$ cat config.mk
export PLATFORM = sky130hd
export DESIGN_NAME = demux_dispatch_scheduler
export DESIGN_NICKNAME = d
export VERILOG_FILES = /design/src/rtl/demux_dispatch_scheduler.sv
export SDC_FILE = /design/constraint.sdc
export NUM_CORES = 1
export LEC_CHECK = 0
export ABC_AREA = 1
export BUFFER_PORTS_ARGS = -buffer_cell sky130_fd_sc_hd__buf_4
export CELL_PAD_IN_SITES_DETAIL_PLACEMENT = 1
export CELL_PAD_IN_SITES_GLOBAL_PLACEMENT = 1
export CORE_MARGIN = 1.5
export CORE_UTILIZATION = 43
export CTS_BUF_LIST = sky130_fd_sc_hd__clkbuf_4 sky130_fd_sc_hd__clkbuf_8
export DETAILED_ROUTE_END_ITERATION = 7
export PLACE_DENSITY = 0.95
export SLEW_MARGIN = 20
export SYNTH_ARGS = -nofsm -noshare
export SYNTH_HDL_FRONTEND = slang
export SYNTH_SLANG_ARGS = --single-unit
$ cat constraint.sdc
create_clock -name clk -period 5.4 [get_ports clk]
set_input_delay 1.08 -clock clk [delete_from_list [all_inputs] [get_ports clk]]
set_output_delay 1.08 -clock clk [all_outputs]
set_load 0.05 [all_outputs]
$ cat src/rtl/demux_dispatch_scheduler.sv
// Round-robin dispatch sequencer for the 1-to-16 PE-lane demux.
// Takes a frame of words on a valid/ready stream and gives each word to the next lane in turn.
// Each issued word leaves as a registered select, data word and one-hot write strobe.
module demux_dispatch_scheduler #(
  parameter int unsigned DATA_WIDTH = 12,
  parameter int unsigned LEN_WIDTH  = 8
) (
  input  logic                  clk,
  input  logic                  rst_n,
  input  logic                  start_i,
  input  logic [LEN_WIDTH-1:0]  frame_len_i,
  input  logic [3:0]            lane_last_i,
  input  logic                  in_valid_i,
  input  logic [DATA_WIDTH-1:0] in_data_i,
  output logic                  in_ready_o,
  input  logic [15:0]           lane_ready_i,
  output logic [3:0]            demux_sel_o,
  output logic [DATA_WIDTH-1:0] demux_data_o,
  output logic [15:0]           lane_we_o,
  output logic                  busy_o,
  output logic                  done_o
);

  typedef enum logic [1:0] {StIdle, StRun, StDone} state_e;

  state_e                state_q, state_d;
  logic [LEN_WIDTH-1:0]  len_q, len_d;
  logic [3:0]            last_q, last_d;
  logic [LEN_WIDTH-1:0]  word_cnt_q, word_cnt_d;
  logic [3:0]            lane_ptr_q, lane_ptr_d;
  logic [3:0]            sel_q, sel_d;
  logic [DATA_WIDTH-1:0] data_q, data_d;
  logic [15:0]           we_q, we_d;
  logic                  xfer;

  // Stream handshake and status outputs. lane_ptr never exceeds last_q, so
  // ready bits of unused lanes are never consulted.
  always_comb begin
    in_ready_o   = (state_q == StRun) && lane_ready_i[lane_ptr_q];
    xfer         = in_valid_i && in_ready_o;
    busy_o       = (state_q == StRun) || (state_q == StDone);
    done_o       = (state_q == StDone);
    demux_sel_o  = sel_q;
    demux_data_o = data_q;
    lane_we_o    = we_q;
  end

  // Next-state logic: frame sequencing, round-robin pointer and output capture.
  always_comb begin
    state_d    = state_q;
    len_d      = len_q;
    last_d     = last_q;
    word_cnt_d = word_cnt_q;
    lane_ptr_d = lane_ptr_q;
    sel_d      = sel_q;
    data_d     = data_q;
    we_d       = '0;
    unique case (state_q)
      StIdle: begin
        if (start_i) begin
          len_d      = frame_len_i;
          last_d     = lane_last_i;
          word_cnt_d = '0;
          lane_ptr_d = '0;
          state_d    = (frame_len_i == '0) ? StDone : StRun;
        end
      end
      StRun: begin
        if (xfer) begin
          word_cnt_d = word_cnt_q + LEN_WIDTH'(1);
          lane_ptr_d = (lane_ptr_q == last_q) ? 4'd0 : lane_ptr_q + 4'd1;
          sel_d      = lane_ptr_q;
          data_d     = in_data_i;
          we_d       = 16'd1 << lane_ptr_q;
          if (word_cnt_q == len_q - LEN_WIDTH'(1)) begin
            state_d = StDone;
          end
        end
      end
      StDone: begin
        state_d = StIdle;
      end
      default: begin
        state_d = StIdle;
      end
    endcase
  end

  // State and output registers; reset abandons any frame in progress.
  always_ff @(posedge clk or negedge rst_n) begin
    if (!rst_n) begin
      state_q    <= StIdle;
      len_q      <= '0;
      last_q     <= '0;
      word_cnt_q <= '0;
      lane_ptr_q <= '0;
      sel_q      <= '0;
      data_q     <= '0;
      we_q       <= '0;
    end else begin
      state_q    <= state_d;
      len_q      <= len_d;
      last_q     <= last_d;
      word_cnt_q <= word_cnt_d;
      lane_ptr_q <= lane_ptr_d;
      sel_q      <= sel_d;
      data_q     <= data_d;
      we_q       <= we_d;
    end
  end

endmodule
-- After elaboration in Yosys (flattened, before gate mapping)
Index checks and enable logic that the tools add are counted.
- bits in registers: 58
- output and inout bits: 35
- logic and storage cells: 46
- $add $sub $neg: 3
- magnitude comparators: 1
- equality and inequality tests: 7
- shift operators: 1
- muxes and demuxes: 16
- reductions and logical operators: 10
- operators with widths (cell ; count):
    $mux 16 ; 2
    $mux 8 ; 2
    $pmux 8 s2 ; 1
    $shl 1x4->16 const A ; 1
    $mux 4 ; 3
    $add 8x1->8 const B ; 1
    $eq 8x8->1 ; 1
    $logic_not 8->1 ; 1
    $mux 2 ; 4
    $pmux 4 s2 ; 1
    $sub 8x1->8 const B ; 1
    $reduce_and 3->1 ; 2
    $lt 4x5->1 const B ; 1
    $add 4x1->4 const B ; 1
    $bmux 1 s4 ; 1
    $eq 4x4->1 ; 1
    $ne 2x2->1 const B ; 2
    $pmux 2 s2 ; 1
    $reduce_and 2->1 ; 2
    $eq 2x1->1 const B ; 1
    $eq 2x2->1 const B ; 1
    $logic_and 1x1->1 ; 2
    $logic_not 2->1 ; 1
    $ne 2x1->1 const B ; 1
    3 further kinds ; 3

-- Logic depth before layout (Yosys ltp)
Gate-level depths: netlist of the first run.
- depth after elaboration: 6
- mapped depth: 14
- gate-level depth less buffers: 14

-- Worst setup path after synthesis of the first run
No wires, ideal clock.
- path type: input -> output
- start point: input port lane_ready_i[5]
- end point: output port in_ready_o
- arrival: 2.181 ns
- setup slack: 2.139 ns
- cell stages on the path: 6
- path buffers: 0
- cell sequence: inv_1 nand2_1 nand3_1 nand3_1 nand3_2 a21oi_1
- longest elaborated chain between the ends: 3
- ends and longest elaborated chain (what ; RTL line ; RTL):
    start: declaration ; 16 ; input logic [15:0] lane_ready_i,
    $bmux 1 s4 ; 39 ; in_ready_o = (state_q == StRun) && lane_ready_i[lane_ptr_q];
    $mux 1 (implied by the code) ; 39 ;
    $logic_and 1x1->1 ; 39 ;
    end: declaration ; 15 ; output logic in_ready_o,
No other way between the ends. The select of a mux whose other input is x is not followed.

-- Worst setup path after layout of the first run
- start point: register lane_ptr_q[0]
- end point: output port in_ready_o
- longest elaborated chain between the ends: 3
- ends and longest elaborated chain (what ; RTL line ; RTL):
    start: declaration ; 30 ; logic [3:0] lane_ptr_q, lane_ptr_d;
    start signal: assignment ; 105 ; lane_ptr_q <= lane_ptr_d;
    $bmux 1 s4 ; 39 ;
    $mux 1 (implied by the code) ; 39 ;
    $logic_and 1x1->1 ; 39 ;
No other way between the ends. The select of a mux whose other input is x is not followed.

==> results of run 1 <==
[power by group]
| part | total [mW] | switching, mW | internal, mW | leakage (nW) |
|---|---|---|---|---|
| combinational | 0.923 | 0.638 | 0.285 | 1.17 |
| sequential | 0.650 | 0.104 | 0.546 | 0.760 |
| clock | 0.477 | 0.180 | 0.297 | 0.119 |
[stage by stage]
step / utilization [%] / hold WS [ns] / area, um^2 / std cells / worst slack [ns]
global placement: 53.8 / 0.464 / 3650 / 536 / 2.37
finish: 57.3 / 0.489 / 3890 / 552 / 2.04
detailed placement: 53.8 / 0.474 / 3650 / 536 / 2.28
floorplan: - / 0.467 / 3040 / 373 / 2.14
CTS: 57.3 / 0.493 / 3890 / 552 / 2.04
global route: 57.3 / 0.524 / 3890 / 552 / 1.90
[area by class of cell]
class | count | area share [%]
Sequential cell | 58 | 37.3
Multi-Input combinational cell | 263 | 34.5
Timing Repair Buffer | 78 | 15.1
Clock buffer | 12 | 4.25
Inverter | 41 | 3.96
Tap cell | 96 | 3.09
Clock inverter | 4 | 1.87
[logic make-up after synthesis]
family,count (synthesis),synth area share (%)
fa+ha+maj,11,4.53
flops,58,47.8
simple gates,211,29.2
mux,6,2.22
compound gates,25,5.31
xor+xnor,10,2.88
buf+inv,52,8.07
[path summary, 6_finish.rpt]
kind                            startpoint              end  slack [ns]
setup / recovery             lane_ptr_q[0]       in_ready_o        2.04
hold / removal             demux_data_o[8]  demux_data_o[8]        0.49
setup reg to reg             lane_ptr_q[0]     lane_we_o[8]        2.57
hold reg to reg            demux_data_o[8]  demux_data_o[8]        0.49
max in group asynchronous            rst_n    word_cnt_q[7]        4.10
min in group asynchronous            rst_n     lane_we_o[2]        0.81
[critical path: stages, from the launching register on]
cell and delay [ns]:
sky130_fd_sc_hd__dfrtp_1 0.69, sky130_fd_sc_hd__inv_2 0.23, sky130_fd_sc_hd__nand2_1 0.14, sky130_fd_sc_hd__nand3_1 0.10, sky130_fd_sc_hd__nand3_1 0.12, sky130_fd_sc_hd__nand3_2 0.10
sky130_fd_sc_hd__a21oi_1 0.29, sky130_fd_sc_hd__buf_4 0.26
[registers in the layout, indices dropped and copies added, names as in the netlist]
signal        count
lane_we_o        16
lane_ptr_q        4
word_cnt_q        8
last_q            4
state_q           2
demux_sel_o       4
demux_data_o     12
len_q             8
[layout by cell type, fill, tap and decap left out, types with 4 or more instances in the layout]
| cell | synthesis | final |
|---|---|---|
| sky130_fd_sc_hd__o21ai_2 | 8 | 8 |
| sky130_fd_sc_hd__a21oi_1 | 6 | 6 |
| sky130_fd_sc_hd__o21ai_0 | 7 | 7 |
| sky130_fd_sc_hd__dfrtp_1 | 58 | 58 |
| sky130_fd_sc_hd__nor2_1 | 39 | 39 |
| sky130_fd_sc_hd__buf_4 | 2 | 78 |
| sky130_fd_sc_hd__nand4_1 | 4 | 4 |
| sky130_fd_sc_hd__ha_1 | 11 | 11 |
| sky130_fd_sc_hd__nand2_1 | 126 | 126 |
| sky130_fd_sc_hd__inv_1 | 38 | 38 |
| sky130_fd_sc_hd__clkbuf_8 | 0 | 12 |
| sky130_fd_sc_hd__xor2_1 | 6 | 6 |
| sky130_fd_sc_hd__xnor2_1 | 4 | 4 |
| sky130_fd_sc_hd__mux2_2 | 6 | 6 |
| sky130_fd_sc_hd__nand3_1 | 30 | 30 |
[routing by layer]
layer	wire length (um)	global-route usage, %	share of wire [%]	vias to the layer above
met5	0	0	0	-
li1	-	-	-	1318
met4	349	14.2	3.6	0
met3	432	4.93	4.5	35
met1	3680	28.2	38	1355
met2	5130	49.7	54	87
==> summary.txt, run 1 <==
STA
  – Final-layout setup total negative slack: 0 ns
  – Worst Skew: 0.00914 ns
  – Worst Tran Pin Value: 0.747 ns
  – Number of setup violations in the final report: 0
  – Hold Fails Final Rpt: 0
  – RSZ-0062 raised after global routing: false
  – Peak Freq: 298 MHz
  – Post-layout min period: 3.36 ns
  – Final Max Slew Viols: 0
  – Period utilization: 62.2%
  – Remaining max-slew budget at the tightest pin: 50.2%

Clocking
  – # H-tree levels: 3
  – Root Driver: sky130_fd_sc_hd__clkbuf_8
  – Clk Latency, worst-skew pair: 0.34 ns
  – Number of buffers created by CTS: 9
  – Number of buffers inserted to repair setup after CTS: 0
  – Number of sinks driven by the clock tree: 58
  – CTS tree: built
  – Hold buffers post-CTS: 0
  – Post-CTS Resized: 0
  – Clock Pin Slew Worst Setup and Hold Paths: 0.07 ns
  – Largest buffer count on any clock path: 2

Flow run
  – Number of max-capacitance violations reported: 0

Global routing
  – Maximum number of pins on one net before global-route repair: 59
  – Overflow left after global routing: 0
  – Initial antenna violation count: 0
  – Via count of the first global-routing pass: 3,102
  – Wire length of the first global-routing pass: 15.2 mm
  – Total Routing Usage GR: 26.7%

Floorplan
  – Top-level port count: 79
  – DIE AREA: 7580 um^2
  – Row cnt: 30
  – Initial core utilization: 44.7%
  – Y dimension of the die: 87.1 um
  – CORE AREA: 6790 um^2
  – Horiz. Die Dim: 87.1 um

Cells and area
  – Number of inserted filler cells in the final layout: 825
  – Register area: 1450 um^2
  – Total area of multi-input combinational cells: 1340 um^2
  – Fraction of final layout cells sized beyond drive strength 1: 26.3%
  – Final net count: 506
  – Ant diodes: 0
  – Post-synthesis to final-layout area growth: 28.0%

Logic synthesis
  – Async S/R FF share, synth: 100%
  – Synth area leaders: sky130_fd_sc_hd__dfrtp_1 48%, sky130_fd_sc_hd__nand2_1 16%, sky130_fd_sc_hd__nand3_1 4.9%
  – Mean instance size in the synthesized netlist: 8.14 um^2
  – Area share of the largest cell type after synthesis: 47.8%
  – Post-synth top area cell: sky130_fd_sc_hd__dfrtp_1
  – Warnings from Yosys: 0
  – Synthesized flop and latch total: 58
  – Leading post-synthesis cells by instance count: 126 x sky130_fd_sc_hd__nand2_1, 58 x sky130_fd_sc_hd__dfrtp_1, 39 x sky130_fd_sc_hd__nor2_1, 38 x sky130_fd_sc_hd__inv_1, 30 x sky130_fd_sc_hd__nand3_1
  – Total standard cell area after synthesis: 3040 um^2
  – Synth cell types: 29
  – Cell count after synthesis: 373
  – Net count of the mapped netlist: 428
  – Most used standard cell by instance count after synthesis: sky130_fd_sc_hd__nand2_1
  – Leading register cell type out of synthesis: sky130_fd_sc_hd__dfrtp_1
  – Count of flip-flops with a built-in enable after synthesis: 0
  – Post-synthesis sequential area ratio: 47.8%

Power and ir drop
  – Maximum resistive drop on vdd: 0.180 mV
  – Leakage power summed over all cells: 2.05 nW
  – Power consumption: 2.05 mW
  – Power Dens Cells: 527 nW/um^2

Status
  – Outcome: finished, final reports clean

Worst setup path
  – Number of cell instances on the worst register-to-register path: 10
  – Critical path arrival: 2.28 ns
  – Type of element capturing the critical path: primary output
  – Largest driver fanout on the critical path: 14
  – Worst setup path class: flip-flop to primary output
  – Crit path launch type: flip-flop
  – Data required time of the critical path: 4.32 ns

Placed design
  – Estimated wirelength of the detail-placed design: 6.49 mm
  – RePlAce Congestion: 0.793
  – Port bufs: 78

Worst hold path
  – Worst Hold Depth: 2
  – Min-delay worst type: flip-flop to flip-flop

Routing
  – Antenna Violating Nets Remaining: 0
  – Average vias per placed instance: 5.06
  – Post-route DRC: 0
  – Starting DRT DRC Count: 151
  – Total number of vias: 2,795
  – Total length of routed wires: 9.59 mm
  – Wirelength per Cell: 17.4 um
  – First drt pass iteration count: 4
Power figures use the tool's default switching activity.
==> run 2, diff against run 1 <==
--- a/config.mk
+++ b/config.mk
@@ -10,10 +10,10 @@
 export CELL_PAD_IN_SITES_DETAIL_PLACEMENT = 1
 export CELL_PAD_IN_SITES_GLOBAL_PLACEMENT = 1
 export CORE_MARGIN = 1.5
-export CORE_UTILIZATION = 43
+export CORE_UTILIZATION = 40
 export CTS_BUF_LIST = sky130_fd_sc_hd__clkbuf_4 sky130_fd_sc_hd__clkbuf_8
 export DETAILED_ROUTE_END_ITERATION = 7
-export PLACE_DENSITY = 0.95
+export PLACE_DENSITY = 0.92
 export SLEW_MARGIN = 20
 export SYNTH_ARGS = -nofsm -noshare
 export SYNTH_HDL_FRONTEND = slang
==> constraint.sdc (replaced) <==
create_clock -name clk -period 3.3 [get_ports clk]
set_input_delay 0.66 -clock clk [delete_from_list [all_inputs] [get_ports clk]]
set_output_delay 0.66 -clock clk [all_outputs]
set_load 0.05 [all_outputs]
==> summary.txt, run 2 (synthesis gave the netlist of run 1 again) <==
Cells and area
  – Most frequent cells in the layout: 126 x sky130_fd_sc_hd__nand2_1, 78 x sky130_fd_sc_hd__buf_4, 58 x sky130_fd_sc_hd__dfrtp_1
  – Total area of multi-input combinational cells: 1340 um^2
  – Register area: 1450 um^2
  – Most common library cell in the layout ignoring fill and taps: sky130_fd_sc_hd__nand2_1
  – Number of flip-flops under the largest register name: 16
  – Post-synthesis to final-layout area growth: 27.7%
  – Number of inserted filler cells in the final layout: 919
  – Final net count: 506
  – Ant diodes: 0
  – Fraction of final layout cells sized beyond drive strength 1: 26.3%

Routing
  – First drt pass iteration count: 4
  – Total number of vias: 2,788
  – Starting DRT DRC Count: 116
  – Wirelength per Cell: 16.1 um
  – Post-route DRC: 0
  – Antenna Violating Nets Remaining: 0
  – Average vias per placed instance: 5.02
  – Total length of routed wires: 8.95 mm

Global routing
  – Overflow left after global routing: 0
  – Total Routing Usage GR: 23.7%
  – Via count of the first global-routing pass: 3,122
  – M2 GR Usage: 44.5%
  – Initial antenna violation count: 0
  – Most used routing layer: met2
  – Wire length of the first global-routing pass: 15.2 mm
  – Met1 capacity usage during global routing: 24.3%
  – Maximum number of pins on one net before global-route repair: 59
  – GR Layer Usage met3: 5.50%

Clocking
  – # H-tree levels: 3
  – Number of sinks driven by the clock tree: 58
  – Number of buffers inserted to repair setup after CTS: 0
  – Hold buffers post-CTS: 0
  – Root Driver: sky130_fd_sc_hd__clkbuf_8
  – Number of buffers created by CTS: 9
  – Clk Latency, worst-skew pair: 0.34 ns
  – CTS tree: built
  – Largest buffer count on any clock path: 2
  – Clock Pin Slew Worst Setup and Hold Paths: 0.07 ns
  – Post-CTS Resized: 0

Power and ir drop
  – Power Dens Cells: 847 nW/um^2
  – Maximum resistive drop on vdd: 0.332 mV
  – Power consumption: 3.29 mW
  – Leakage power summed over all cells: 2.04 nW

Floorplan
  – Horiz. Die Dim: 90.2 um
  – CORE AREA: 7290 um^2
  – Row cnt: 31
  – Top-level port count: 79
  – DIE AREA: 8130 um^2
  – Initial core utilization: 41.7%
  – Y dimension of the die: 90.2 um

STA
  – Period utilization: 84.1%
  – Final Max Slew Viols: 0
  – Post-layout min period: 2.77 ns
  – RSZ-0062 raised after global routing: false
  – Remaining max-slew budget at the tightest pin: 52.4%
  – Peak Freq: 360 MHz
  – Hold Fails Final Rpt: 0
  – Final-layout setup total negative slack: 0 ns
  – Number of setup violations in the final report: 0
  – Worst Skew: 0.0110 ns
  – Worst Tran Pin Value: 0.714 ns

Placed design
  – Estimated wirelength of the detail-placed design: 6.53 mm
  – RePlAce Congestion: 0.788
  – Port bufs: 78

Worst setup path
  – Data required time of the critical path: 2.64 ns
  – Type of element capturing the critical path: primary output
  – Worst setup path class: flip-flop to primary output
  – Largest driver fanout on the critical path: 14
  – Number of cell instances on the worst register-to-register path: 10
  – Critical path arrival: 2.11 ns
  – Crit path launch type: flip-flop

Flow run
  – Number of max-capacitance violations reported: 0

Worst hold path
  – Min-delay worst type: input port to asynchronous set/reset pin

Status
  – Outcome: finished, final reports clean
-- run 2: changes by cell type in the layout (fill, tap and decap cells not counted) --
| cell | previous run | this run |
|---|---|---|
| sky130_fd_sc_hd__clkbuf_8 | 12 | 10 |
| sky130_fd_sc_hd__clkbuf_4 | 0 | 1 |
| sky130_fd_sc_hd__clkinv_2 | 1 | 2 |
-- run 2: path summary, 6_finish.rpt --
path	start	to	slack (ns)
max in group asynchronous	rst_n	last_q[1]	2.46
min	rst_n	lane_we_o[10]	0.38
min in group clk	demux_data_o[8]	demux_data_o[8]	0.50
max reg2reg	lane_ptr_q[0]	lane_we_o[8]	0.53
max	lane_ptr_q[0]	in_ready_o	0.53
min reg2reg	demux_data_o[8]	demux_data_o[8]	0.50
-- run 2: routing by layer --
| layer | part of all wire [%] | vias to the layer above |
|---|---|---|
| met5 | 0 | - |
| met2 | 54 | 85 |
| met4 | 3.5 | 0 |
| li1 | - | 1314 |
| met3 | 4.4 | 33 |
| met1 | 38 | 1356 |
-- run 2: layout make-up --
type,count,area share (%)
clock buffer,11,3.74
clock inverter,5,2.00
inverter,41,3.97
multi-input combinational,263,34.6
sequential,58,37.4
tap,99,3.19
timing repair buffer,78,15.1
-- run 2: worst max-delay path, stage by stage (launching register included) --
cell,delay (ns)
sky130_fd_sc_hd__dfrtp_1,0.67
sky130_fd_sc_hd__inv_2,0.23
sky130_fd_sc_hd__nand2_1,0.12
sky130_fd_sc_hd__nand3_1,0.08
sky130_fd_sc_hd__nand3_1,0.14
sky130_fd_sc_hd__nand3_2,0.14
sky130_fd_sc_hd__a21oi_1,0.17
sky130_fd_sc_hd__buf_4,0.23
-- run 2: where the power goes --
group / leakage, nW / switching, mW / internal [mW]
registers: 0.760 / 0.166 / 0.893
clock network: 0.113 / 0.298 / 0.452
logic: 1.17 / 1.02 / 0.461
total: 2.04 / 1.48 / 1.81
-- run 2: per-stage QoR --
step                setup WS, ns  std cells  hold WS (ns)  util, %  area (um^2)
detailed placement         0.616        539         0.479     50.1         3660
global placement           0.869        539         0.465     50.1         3660
global route               0.308        555         0.429     53.2         3880
finish                     0.526        555         0.376     53.2         3880
CTS                        0.543        555         0.396     53.2         3880
floorplan                  0.879        373         0.364        -         3040
==> run 3, diff against run 2 <==
--- a/config.mk
+++ b/config.mk
@@ -5,12 +5,12 @@
 export SDC_FILE = /design/constraint.sdc
 export NUM_CORES = 1
 export LEC_CHECK = 0
-export ABC_AREA = 1
+export ABC_AREA = 0
 export BUFFER_PORTS_ARGS = -buffer_cell sky130_fd_sc_hd__buf_4
 export CELL_PAD_IN_SITES_DETAIL_PLACEMENT = 1
 export CELL_PAD_IN_SITES_GLOBAL_PLACEMENT = 1
 export CORE_MARGIN = 1.5
-export CORE_UTILIZATION = 40
+export CORE_UTILIZATION = 42
 export CTS_BUF_LIST = sky130_fd_sc_hd__clkbuf_4 sky130_fd_sc_hd__clkbuf_8
 export DETAILED_ROUTE_END_ITERATION = 7
 export PLACE_DENSITY = 0.92
==> constraint.sdc (replaced) <==
create_clock -name clk -period 2.7 [get_ports clk]
set_input_delay 0.54 -clock clk [delete_from_list [all_inputs] [get_ports clk]]
set_output_delay 0.54 -clock clk [all_outputs]
set_load 0.05 [all_outputs]
==> summary.txt, run 3 <==
Routing
  – Total number of vias: 2,325
  – Starting DRT DRC Count: 105
  – Total length of routed wires: 7.59 mm
  – First drt pass iteration count: 4
  – Wirelength per Cell: 17.7 um
  – Post-route DRC: 0
  – Antenna Violating Nets Remaining: 0
  – Average vias per placed instance: 5.43

Floorplan
  – CORE AREA: 6720 um^2
  – Horiz. Die Dim: 85.8 um
  – Initial core utilization: 42.9%
  – Y dimension of the die: 85.8 um
  – DIE AREA: 7370 um^2
  – Row cnt: 30
  – Top-level port count: 79

Cells and area
  – Post-synthesis to final-layout area growth: 31.7%
  – Final net count: 398
  – Most frequent cells in the layout: 83 x sky130_fd_sc_hd__buf_4, 56 x sky130_fd_sc_hd__dfrtp_1, 28 x sky130_fd_sc_hd__mux2_2
  – Most common library cell in the layout ignoring fill and taps: sky130_fd_sc_hd__buf_4
  – Register area: 1450 um^2
  – Number of inserted filler cells in the final layout: 729
  – Ant diodes: 0
  – Fraction of final layout cells sized beyond drive strength 1: 40.8%
  – Total area of multi-input combinational cells: 1360 um^2
  – Number of flip-flops under the largest register name: 16
  – Final design area excluding fillers: 3800 um^2

Placed design
  – Pre-CTS WS: 0.101 ns
  – Port bufs: 78
  – Estimated wirelength of the detail-placed design: 5.48 mm
  – Cell area after placement: 3590 um^2
  – RePlAce Congestion: 0.850

Logic synthesis
  – Total standard cell area after synthesis: 2880 um^2
  – Leading post-synthesis cells by instance count: 58 x sky130_fd_sc_hd__dfrtp_1, 28 x sky130_fd_sc_hd__mux2_2, 22 x sky130_fd_sc_hd__nand2_1, 18 x sky130_fd_sc_hd__nor2_1, 13 x sky130_fd_sc_hd__inv_1
  – Post-synthesis sequential area ratio: 50.4%
  – Async S/R FF share, synth: 100%
  – Net count of the mapped netlist: 312
  – Mean instance size in the synthesized netlist: 11.2 um^2
  – Synth area leaders: sky130_fd_sc_hd__dfrtp_1 50%, sky130_fd_sc_hd__mux2_2 11%, sky130_fd_sc_hd__ha_1 4.8%
  – Synth cell types: 43
  – Synthesized flop and latch total: 58
  – Most used standard cell by instance count after synthesis: sky130_fd_sc_hd__dfrtp_1
  – Count of flip-flops with a built-in enable after synthesis: 0
  – Post-synth top area cell: sky130_fd_sc_hd__dfrtp_1
  – Area share of the largest cell type after synthesis: 50.4%
  – Cell count after synthesis: 257
  – Leading register cell type out of synthesis: sky130_fd_sc_hd__dfrtp_1
  – Warnings from Yosys: 0

STA
  – Number of setup violations in the final report: 0
  – Worst Skew: 0.00613 ns
  – RSZ-0062 raised after global routing: false
  – Hold Fails Final Rpt: 0
  – Remaining max-slew budget at the tightest pin: 42.6%
  – Period utilization: 96.1%
  – Worst Tran Pin Value: 0.849 ns
  – Peak Freq: 385 MHz
  – Post-layout min period: 2.59 ns
  – Final Max Slew Viols: 0
  – Slack of the critical path: 0.106 ns
  – Final-layout setup total negative slack: 0 ns

Worst setup path
  – Cell with the largest stage delay on the worst path: sky130_fd_sc_hd__mux4_2
  – Worst setup path class: flip-flop to primary output
  – Max incr delay on CP: 0.53 ns
  – Crit path launch type: flip-flop
  – Critical path arrival: 2.05 ns
  – Cell-by-cell trace of the critical path: mux4_2, or2_2, nand2b_1, a21boi_1, buf_4
  – Largest driver fanout on the critical path: 6
  – Data required time of the critical path: 2.16 ns
  – Type of element capturing the critical path: primary output

Global routing
  – Overflow left after global routing: 0
  – M2 GR Usage: 37.1%
  – GR Layer Usage met3: 4.14%
  – Via count of the first global-routing pass: 2,542
  – Most used routing layer: met2
  – Initial antenna violation count: 0
  – Total Routing Usage GR: 21.8%
  – Wire length of the first global-routing pass: 12.3 mm
  – Maximum number of pins on one net before global-route repair: 59
  – Met1 capacity usage during global routing: 26.3%

Power and ir drop
  – Proportion of power drawn by flip-flops and latches: 31.1%
  – Leakage power summed over all cells: 1.89 nW
  – Sw Share: 44.1%
  – NetSw: 1.93 mW
  – Proportion of power drawn by the clock network: 18.5%
  – Power Internal: 2.44 mW
  – Comb power frac: 50.5%
  – Maximum resistive drop on vdd: 0.588 mV
  – Power Dens Cells: 1150 nW/um^2

Clocking
  – Number of buffers created by CTS: 9
  – Hold buffers post-CTS: 0
  – Clock Pin Slew Worst Setup and Hold Paths: 0.07 ns
  – Clk Latency, worst-skew pair: 0.34 ns
  – CTS tree: built
  – # H-tree levels: 3
  – Number of sinks driven by the clock tree: 58
  – Root Driver: sky130_fd_sc_hd__clkbuf_8
  – Largest buffer count on any clock path: 2

Status
  – Outcome: finished, final reports clean

Worst hold path
  – Min-delay worst type: input port to asynchronous set/reset pin

Flow run
  – Number of max-capacitance violations reported: 0
## run 3: changes by cell type in the layout (fill, tap and decap cells not counted), moves of 6 or more
| cell | change |
|---|---|
| sky130_fd_sc_hd__nand2_1 | -104 |
| sky130_fd_sc_hd__inv_1 | -25 |
| sky130_fd_sc_hd__nand3_1 | -25 |
| sky130_fd_sc_hd__mux2_2 | +22 |
| sky130_fd_sc_hd__nor2_1 | -21 |
| sky130_fd_sc_hd__o21ai_2 | -8 |
| sky130_fd_sc_hd__mux2i_1 | +7 |
| sky130_fd_sc_hd__and2_1 | +6 |
| sky130_fd_sc_hd__nand2b_1 | +6 |
## run 3: cells by family (layout without fill, tap and decap cells)
kind of cell,after synthesis,count (layout),synth area share [%]
flip-flops,58,58,50.4
AND/OR/NAND/NOR,85,85,15.0
AO/OA/AOI/OAI,30,30,7.60
XOR/XNOR,14,14,4.26
multiplexers,37,37,14.9
buffers and inverters,22,113,3.08
adder cells (fa/ha/maj),11,11,4.78
## run 3: layer usage
| metal | routed length (um) | share of wire, % |
|---|---|---|
| met1 | 3250 | 43 |
| met2 | 3810 | 50 |
| met3 | 302 | 4.0 |
| met4 | 233 | 3.1 |
| met5 | 0 | 0 |
## run 3: worst paths after layout
check,from,end,slack [ns],cells after the start
max,lane_ptr_q[0],in_ready_o,0.11,5
min,rst_n,demux_sel_o[1],0.25,1
max reg2reg,len_q[0],state_q[0],0.15,6
min reg2reg,demux_sel_o[2],demux_sel_o[2],0.51,1
max in group asynchronous,rst_n,lane_ptr_q[1],1.91,1
min in group clk,lane_last_i[1],last_q[1],0.43,2
## run 3: power by group through the flow
stage / registers (mW) / clock network [mW] / logic, mW
3_5_place_dp: 1.36 / 0 / 2.18
3_3_place_gp: 1.34 / 0 / 2.08
2_1_floorplan: 1.77 / 0 / 1.07
6_report: 1.36 / 0.807 / 2.21
4_1_cts: 1.35 / 0.820 / 2.20
5_1_grt: 1.39 / 0.841 / 2.34
## run 3: worst max-delay path, delay by kind of cell, from the launching register on
family,cells,cell delay [ns]
AOI/OAI and AO/OA,1,0.09
buffers and inverters,1,0.21
DFF,1,0.46
muxes,1,0.53
and+or+nand+nor,2,0.42
## run 3: final cells by class
type / count / area share (%)
sequential: 58 / 38.3
timing repair buffer: 84 / 16.9
clock buffer: 11 / 3.66
tap: 80 / 2.64
multi-input combinational: 177 / 35.7
clock inverter: 5 / 1.45
inverter: 13 / 1.29
## run 3: timing repair
item | CTS | global route
endpoints found under the setup margin | 1 | 4
setup buffers | 0 | 0
resized for setup | 1 | 4
## run 3: through the flow
stage | hold WS (ns) | power (mW) | std cells | util, %
after floorplan | 0.244 | 2.85 | 257 | -
after detailed placement | 0.500 | 3.54 | 412 | 53.4
after CTS | 0.284 | 4.38 | 428 | 56.3
final | 0.250 | 4.37 | 428 | 56.5
after global routing | 0.314 | 4.58 | 428 | 56.5
after global placement | 0.491 | 3.43 | 412 | 53.4
